$ cat src/rtl/slot_pkg.sv
// slot_pkg: shared types and constants for the slot-machine reel controller.
// State encoding, display mode field, win codes, reel strides and reel width.
package slot_pkg;

   localparam int unsigned ReelW = 3;

   typedef enum logic [2:0] {
      StIdle,
      StSpin3,
      StSpin2,
      StSpin1,
      StResult
   } state_e;

   // Display mode field, top two bits of the number word
   localparam logic [1:0] ModeIdle = 2'b00;
   localparam logic [1:0] ModeSpin = 2'b01;
   localparam logic [1:0] ModeLose = 2'b10;
   localparam logic [1:0] ModeWin  = 2'b11;

   localparam logic [1:0] WinNone   = 2'd0;
   localparam logic [1:0] WinPair   = 2'd1;
   localparam logic [1:0] WinTriple = 2'd2;

   // Distinct per-reel strides so the reels visibly drift apart while spinning
   localparam logic [ReelW-1:0] Stride0 = 3'd1;
   localparam logic [ReelW-1:0] Stride1 = 3'd3;
   localparam logic [ReelW-1:0] Stride2 = 3'd5;

   function automatic logic [1:0] win_code(input logic [ReelW-1:0] r0,
                                           input logic [ReelW-1:0] r1,
                                           input logic [ReelW-1:0] r2);
      if (r0 == r1 && r1 == r2) begin
         return WinTriple;
      end else if (r0 == r1 || r1 == r2 || r0 == r2) begin
         return WinPair;
      end else begin
         return WinNone;
      end
   endfunction

endpackage

$ cat src/rtl/slot_tick_gen.sv
// slot_tick_gen: free-running divider, tick high on the last count of each period.
// A synchronous clear restarts the period so the first tick lands TICK_DIV cycles later.
module slot_tick_gen #(
   parameter int unsigned TICK_DIV = 2500000
) (
   input  logic clk,
   input  logic rst_n,
   input  logic clr,
   output logic tick
);

   localparam int unsigned CntW = (TICK_DIV > 2) ? $clog2(TICK_DIV) : 1;
   localparam logic [CntW-1:0] CntMax = CntW'(TICK_DIV - 1);

   logic [CntW-1:0] cnt_q, cnt_d;

   assign tick = (cnt_q == CntMax);

   // Next count: clear wins, otherwise wrap at the end of the period
   always_comb begin
      cnt_d = cnt_q + 1'b1;
      if (clr || tick) begin
         cnt_d = '0;
      end
   end

   // Counter register
   always_ff @(posedge clk or negedge rst_n) begin
      if (!rst_n) begin
         cnt_q <= '0;
      end else begin
         cnt_q <= cnt_d;
      end
   end

endmodule

$ cat src/rtl/slot_reel_ctrl.sv
// slot_reel_ctrl: sequences three reels, stops them in order and holds the result.
// number = {mode[1:0], reel2, reel1, reel0}; all outputs come straight from flops.
// Optional macro SLOT_AUTO_STOP_EN adds an internal stop after 4*MIN_SPIN_STEPS idle ticks.
module slot_reel_ctrl
   import slot_pkg::*;
#(
   parameter int unsigned TICK_DIV       = 2500000,
   parameter int unsigned MIN_SPIN_STEPS = 16
) (
   input  logic        clk,
   input  logic        rst_n,
   input  logic        start,
   input  logic        stop,
   output logic [10:0] number,
   output logic        busy,
   output logic [1:0]  win,
   output logic        done
);

   localparam int unsigned StepW = (MIN_SPIN_STEPS > 1) ? $clog2(MIN_SPIN_STEPS + 1) : 1;
   localparam logic [StepW-1:0] StepMax = StepW'(MIN_SPIN_STEPS);

   state_e           state_q, state_d;
   logic [ReelW-1:0] reel0_q, reel0_d, reel1_q, reel1_d, reel2_q, reel2_d;
   logic [StepW-1:0] steps_q, steps_d;
   logic [1:0]       mode_q, mode_d, win_q, win_d;
   logic             busy_q, busy_d, done_q, done_d;
   logic             run0, run1, run2;
   logic             tick, start_acc, stop_in, stop_ok, auto_stop;

   assign start_acc = start && (state_q == StIdle || state_q == StResult);
   assign stop_ok   = (state_q == StSpin2) || (state_q == StSpin1) ||
                      (state_q == StSpin3 && steps_q == StepMax);
   assign stop_in   = stop || auto_stop;

   slot_tick_gen #(
      .TICK_DIV(TICK_DIV)
   ) u_tick_gen (
      .clk  (clk),
      .rst_n(rst_n),
      .clr  (start_acc),
      .tick (tick)
   );

`ifdef SLOT_AUTO_STOP_EN
   localparam int unsigned AutoTicks = 4 * MIN_SPIN_STEPS;
   localparam int unsigned AutoW = (AutoTicks > 1) ? $clog2(AutoTicks + 1) : 1;
   localparam logic [AutoW-1:0] AutoMax = AutoW'(AutoTicks);

   logic [AutoW-1:0] auto_q, auto_d;

   assign auto_stop = (auto_q == AutoMax);

   // Timeout counter: counts ticks while a stop could be accepted, restarts on every stop
   always_comb begin
      auto_d = auto_q;
      if (start_acc || (stop_in && stop_ok)) begin
         auto_d = '0;
      end else if (tick && stop_ok && auto_q != AutoMax) begin
         auto_d = auto_q + 1'b1;
      end
   end

   // Timeout register
   always_ff @(posedge clk or negedge rst_n) begin
      if (!rst_n) begin
         auto_q <= '0;
      end else begin
         auto_q <= auto_d;
      end
   end
`else
   assign auto_stop = 1'b0;
`endif

   // Next state, reel stepping and registered output values
   always_comb begin
      state_d = state_q;
      reel0_d = reel0_q;
      reel1_d = reel1_q;
      reel2_d = reel2_q;
      steps_d = steps_q;
      mode_d  = mode_q;
      win_d   = win_q;
      busy_d  = busy_q;
      done_d  = 1'b0;
      run0    = 1'b0;
      run1    = 1'b0;
      run2    = 1'b0;

      if (tick && steps_q != StepMax) begin
         steps_d = steps_q + 1'b1;
      end

      case (state_q)
         StIdle, StResult: begin
            if (start) begin
               state_d = StSpin3;
               steps_d = '0;
               mode_d  = ModeSpin;
               win_d   = WinNone;
               busy_d  = 1'b1;
            end
         end
         StSpin3: begin
            run0 = 1'b1;
            run1 = 1'b1;
            run2 = 1'b1;
            // Early stops fall through here and are simply dropped
            if (stop_in && stop_ok) begin
               state_d = StSpin2;
               run0    = 1'b0;
            end
         end
         StSpin2: begin
            run1 = 1'b1;
            run2 = 1'b1;
            if (stop_in) begin
               state_d = StSpin1;
               run1    = 1'b0;
            end
         end
         StSpin1: begin
            run2 = 1'b1;
            if (stop_in) begin
               state_d = StResult;
               run2    = 1'b0;
               win_d   = win_code(reel0_q, reel1_q, reel2_q);
               mode_d  = (win_d == WinNone) ? ModeLose : ModeWin;
               busy_d  = 1'b0;
               done_d  = 1'b1;
            end
         end
         default: begin
            state_d = StIdle;
         end
      endcase

      if (tick) begin
         if (run0) reel0_d = reel0_q + Stride0;
         if (run1) reel1_d = reel1_q + Stride1;
         if (run2) reel2_d = reel2_q + Stride2;
      end
   end

   // State and output registers
   always_ff @(posedge clk or negedge rst_n) begin
      if (!rst_n) begin
         state_q <= StIdle;
         reel0_q <= '0;
         reel1_q <= '0;
         reel2_q <= '0;
         steps_q <= '0;
         mode_q  <= ModeIdle;
         win_q   <= WinNone;
         busy_q  <= 1'b0;
         done_q  <= 1'b0;
      end else begin
         state_q <= state_d;
         reel0_q <= reel0_d;
         reel1_q <= reel1_d;
         reel2_q <= reel2_d;
         steps_q <= steps_d;
         mode_q  <= mode_d;
         win_q   <= win_d;
         busy_q  <= busy_d;
         done_q  <= done_d;
      end
   end

   assign number = {mode_q, reel2_q, reel1_q, reel0_q};
   assign busy   = busy_q;
   assign win    = win_q;
   assign done   = done_q;

endmodule

$ cat config.mk
export PLATFORM = sky130hd
export DESIGN_NAME = slot_reel_ctrl
export DESIGN_NICKNAME = d
export VERILOG_FILES = /design/src/rtl/slot_pkg.sv /design/src/rtl/slot_tick_gen.sv /design/src/rtl/slot_reel_ctrl.sv
export SDC_FILE = /design/constraint.sdc
export NUM_CORES = 1
export LEC_CHECK = 0
export CAP_MARGIN = 20
export CORE_MARGIN = 10
export CORE_UTILIZATION = 28
export DETAILED_ROUTE_END_ITERATION = 8
export SYNTH_ARGS = -nofsm -noshare
export SYNTH_HDL_FRONTEND = slang
export SYNTH_SLANG_ARGS = --single-unit
$ cat constraint.sdc
create_clock -name clk -period 3 [get_ports clk]
set_clock_uncertainty 0.2 [all_clocks]
set_input_delay 0.6 -clock clk [delete_from_list [all_inputs] [get_ports clk]]
set_output_delay 0.6 -clock clk [all_outputs]
set_load 0.05 [all_outputs]
==> summary.txt <==
Worst setup path
  • R2R Path End: reel2_q[1]$_DFFE_PN0P_
  • Reg2reg start: u_tick_gen.cnt_q[6]$_DFF_PN0_
  • CP Buf/Inv Count: 0
  • Crit path max-delay cell type: or4_4
  • Critical path arrival: approximately 2700 ps
  • Reg2reg setup slack: approximately 340 ps
  • R2R depth: 4
  • Setup CP Type: reg -> reg
  • Crit path launch type: flop
  • Top Family by Delay on Critical Path: simple AND/OR/NAND/NOR gates
  • CP Cell Sequence: or4b_1 -> or4_4 -> or3_1 -> mux2_2
  • Endpoint type of the worst setup path: flop
  • Worst-path maximum fanout: 13
  • Largest stage delay on the critical path: about 630 ps
  • Worst EP required: 2980 ps

Run status
  • Status: complete, no violations

Logic synthesis
  • Synth warnings: 0
  • Most common flop cell mapped by yosys: dfrtp_1
  • EDFF count, synth: 0
  • Unique masters post-synth: slightly above 40
  • Register bit total from synthesis: 45
  • Post-synth ARST share: 100.0%
  • Post-synthesis instance total: between 200 and 250
  • Post-synthesis net count: about 250
  • Cell area after synthesis: approximately 0.0024 mm²
  • Syn Area/Cell: 9.730 µm²
  • Seq/Total Area, Yosys: a little under half

STA
  • Final Max Slew Viols: 0
  • Worst Hold Slack: between 100 and 150 ps
  • Period utilisation layout: about nine tenths
  • Final hold viol count: 0
  • TNS Setup: 0 ps
  • Tightest Pin Transition: between 600 and 700 ps
  • Final min period: between 2000 and 3000 ps
  • Slew margin rel.: about three fifths
  • RSZ-0062 raised after global routing: false
  • Slack of the critical path: around 340 ps
  • Max Freq: 375.5 MHz
  • Final setup fails: 0

Clock network
  • CTS tree: yes
  • Post-CTS Hold Buffers: 0
  • Clock root cell: clkbuf_8
  • Clk_lat worst skew: 300 ps
  • Post-CTS Resized: 0
  • Clk sink count: 45
  • CTS Buf Count: 5
  • Setup bufs post-CTS: 0
  • Worst-path clk slew: 90 ps
  • H-tree Lvls: 2
  • Clk buf depth: 2

Power
  • Logic pwr share: a little over a fifth
  • Lkg Pwr: 1.136 nW
  • Int Pwr: about 0.94 mW
  • Net Switching: between 0.4 and 0.5 mW
  • Total Power: about 1.4 mW
  • Net Sw Frac: about a third
  • Clk pwr share: roughly a quarter
  • VDD IR-drop max: between 0.15 and 0.2 mV
  • Sequential Power Share: around 52%
  • P per Cell Area: 511.3 mW/mm²

Global routing
  • Initial antenna violation count: 0
  • Tot GR Track Use: ~8.0%
  • Largest net degree at the start of global routing: 26
  • Vias in the first global route: about 1800
  • First-pass GRT wire length: between 8000 and 9000 µm
  • Total grt overflow: 0

Place
  • IO Port Bufs: 18
  • Post-DP HPWL: 3652 µm
  • Routability Congestion: just under 0.8
  • Post-Place Worst Slack: 353.8 ps

Routing
  • WL final: 4919 µm
  • Vias per cell: between 4 and 5
  • DR WL/cell: approximately 13 µm
  • First-pass DRT Iterations: 4
  • DRT antenna net count: 0
  • Residual DRC count: 0
  • Drt initial violations: 47
  • Routed via count: roughly 1800

Die
  • Num ports: 19
  • Full die area: roughly 0.012 mm²
  • Die Wd: roughly 110 µm
  • Std-Cell Rows: 33
  • Die Span Y: ~110 µm
  • Area of the core: between 0.008 and 0.009 mm²
  • Initial core utilization: approximately 29%

Cells and area
  • Filler cell count: roughly 850
  • Net count, final: 274
  • Antenna diodes: 0
  • Area grow syn2layout: 16.42%
  • Share of cells above drive strength 1: under 10%

Hold path
  • Tightest Hold Check Type: in -> async

Flow run
  • Max Cap Violations: 0
## power groups by stage
stage	Sequential, mW	Clock, mW	Combinational, mW
4_1_cts	0.734	0.383	0.311
5_1_grt	0.743	0.404	0.339
3_3_place_gp	0.742	0	0.305
2_1_floorplan	0.819	0	0.124
3_5_place_dp	0.746	0	0.311
6_report	0.732	0.365	0.304
## registers in the layout, summed over array words and instances (netlist names), 2 cells and up
name and count:
state_q 3, reel0_q 3, u_tick_gen.cnt_q 22, steps_q 5, reel2_q 3, reel1_q 3, mode_q 2, win 2
## layout by cell type (no fill, tap or decap), drive strengths merged, types with 7 or more instances in the layout
master         instances
o31ai                  7
xor2                  14
inv                   11
a21oi                 15
nor3                   8
or4                    9
nor2                  18
dfrtp                 45
o21ai                 15
nand3                 17
clkdlybuf4s50         17
nand2                 14
xnor2                 12
## worst max-delay path by stage
| stage | slack [ps] | cells past startpoint | to | from |
|---|---|---|---|---|
| 3_5_place_dp | 350 | 4 | reel2_q[1]$_DFFE_PN0P_ | u_tick_gen.cnt_q[6]$_DFF_PN0_ |
| 6_report | 340 | 4 | reel2_q[1]$_DFFE_PN0P_ | u_tick_gen.cnt_q[6]$_DFF_PN0_ |
| 4_1_cts | 330 | 4 | reel2_q[1]$_DFFE_PN0P_ | u_tick_gen.cnt_q[6]$_DFF_PN0_ |
| 2_1_floorplan | 500 | 4 | reel2_q[1]$_DFFE_PN0P_ | u_tick_gen.cnt_q[6]$_DFF_PN0_ |
| 3_3_place_gp | 380 | 4 | reel2_q[1]$_DFFE_PN0P_ | u_tick_gen.cnt_q[6]$_DFF_PN0_ |
| 5_1_grt | 240 | 4 | reel2_q[1]$_DFFE_PN0P_ | u_tick_gen.cnt_q[6]$_DFF_PN0_ |
## cell usage after synthesis (4+ instances only)
cell type	instances	area [µm²]
ha_1	6	75.07
or4_1	8	60.06
nor4_1	6	37.54
inv_1	11	41.29
nand3_1	17	85.08
nor3_1	8	40.04
o21ai_0	14	70.07
o31ai_1	7	52.55
clkbuf_1	4	15.01
nand2_1	14	52.55
nand4_1	4	25.02
xnor2_1	12	105.1
or3_1	5	31.28
a21oi_1	15	75.07
xor2_1	14	122.6
nor2_1	18	67.56
dfrtp_1	45	1126
## area by class of cell
class,count,area (µm²),share of cell area (%)
Inverter,11,41.29,1.506
Sequential cell,45,1126,41.08
Clock inverter,2,10.01,0.3651
Clock buffer,6,72.57,2.647
Tap cell,105,131.4,4.792
Multi-Input combinational cell,178,1147,41.85
Timing Repair Buffer,23,212.7,7.759
## cells by family after synthesis
| kind of cell | count (synthesis) | share of synthesized area, % |
|---|---|---|
| and+or+nand+nor | 102 | 24.60 |
| DFF | 45 | 47.82 |
| AOI/OAI and AO/OA | 41 | 9.883 |
| xor gates and xnor gates | 26 | 9.671 |
| buffers and inverters | 19 | 3.453 |
| adders and majority gates | 6 | 3.188 |
| muxes | 3 | 1.381 |
## layer usage
layer  part of all wire, %  vias up  wire length [µm]  track usage, %
li1                      -      912                 -               -
met1                    48      872              2338           9.975
met2                    44       39              2162           12.78
met3                   7.5        8               368           3.113
met4                   1.0        0                50           2.057
met5                     0        -                 0               0
## through the flow
step / cells / instance area (µm²) / util (%)
global placement: 362 / 2659 / 32.36
finish: 370 / 2741 / 33.36
detailed placement: 362 / 2659 / 32.36
CTS: 370 / 2741 / 33.36
global route: 370 / 2741 / 33.36
floorplan: 242 / 2355 / -
Power figures use the tool's default switching activity.
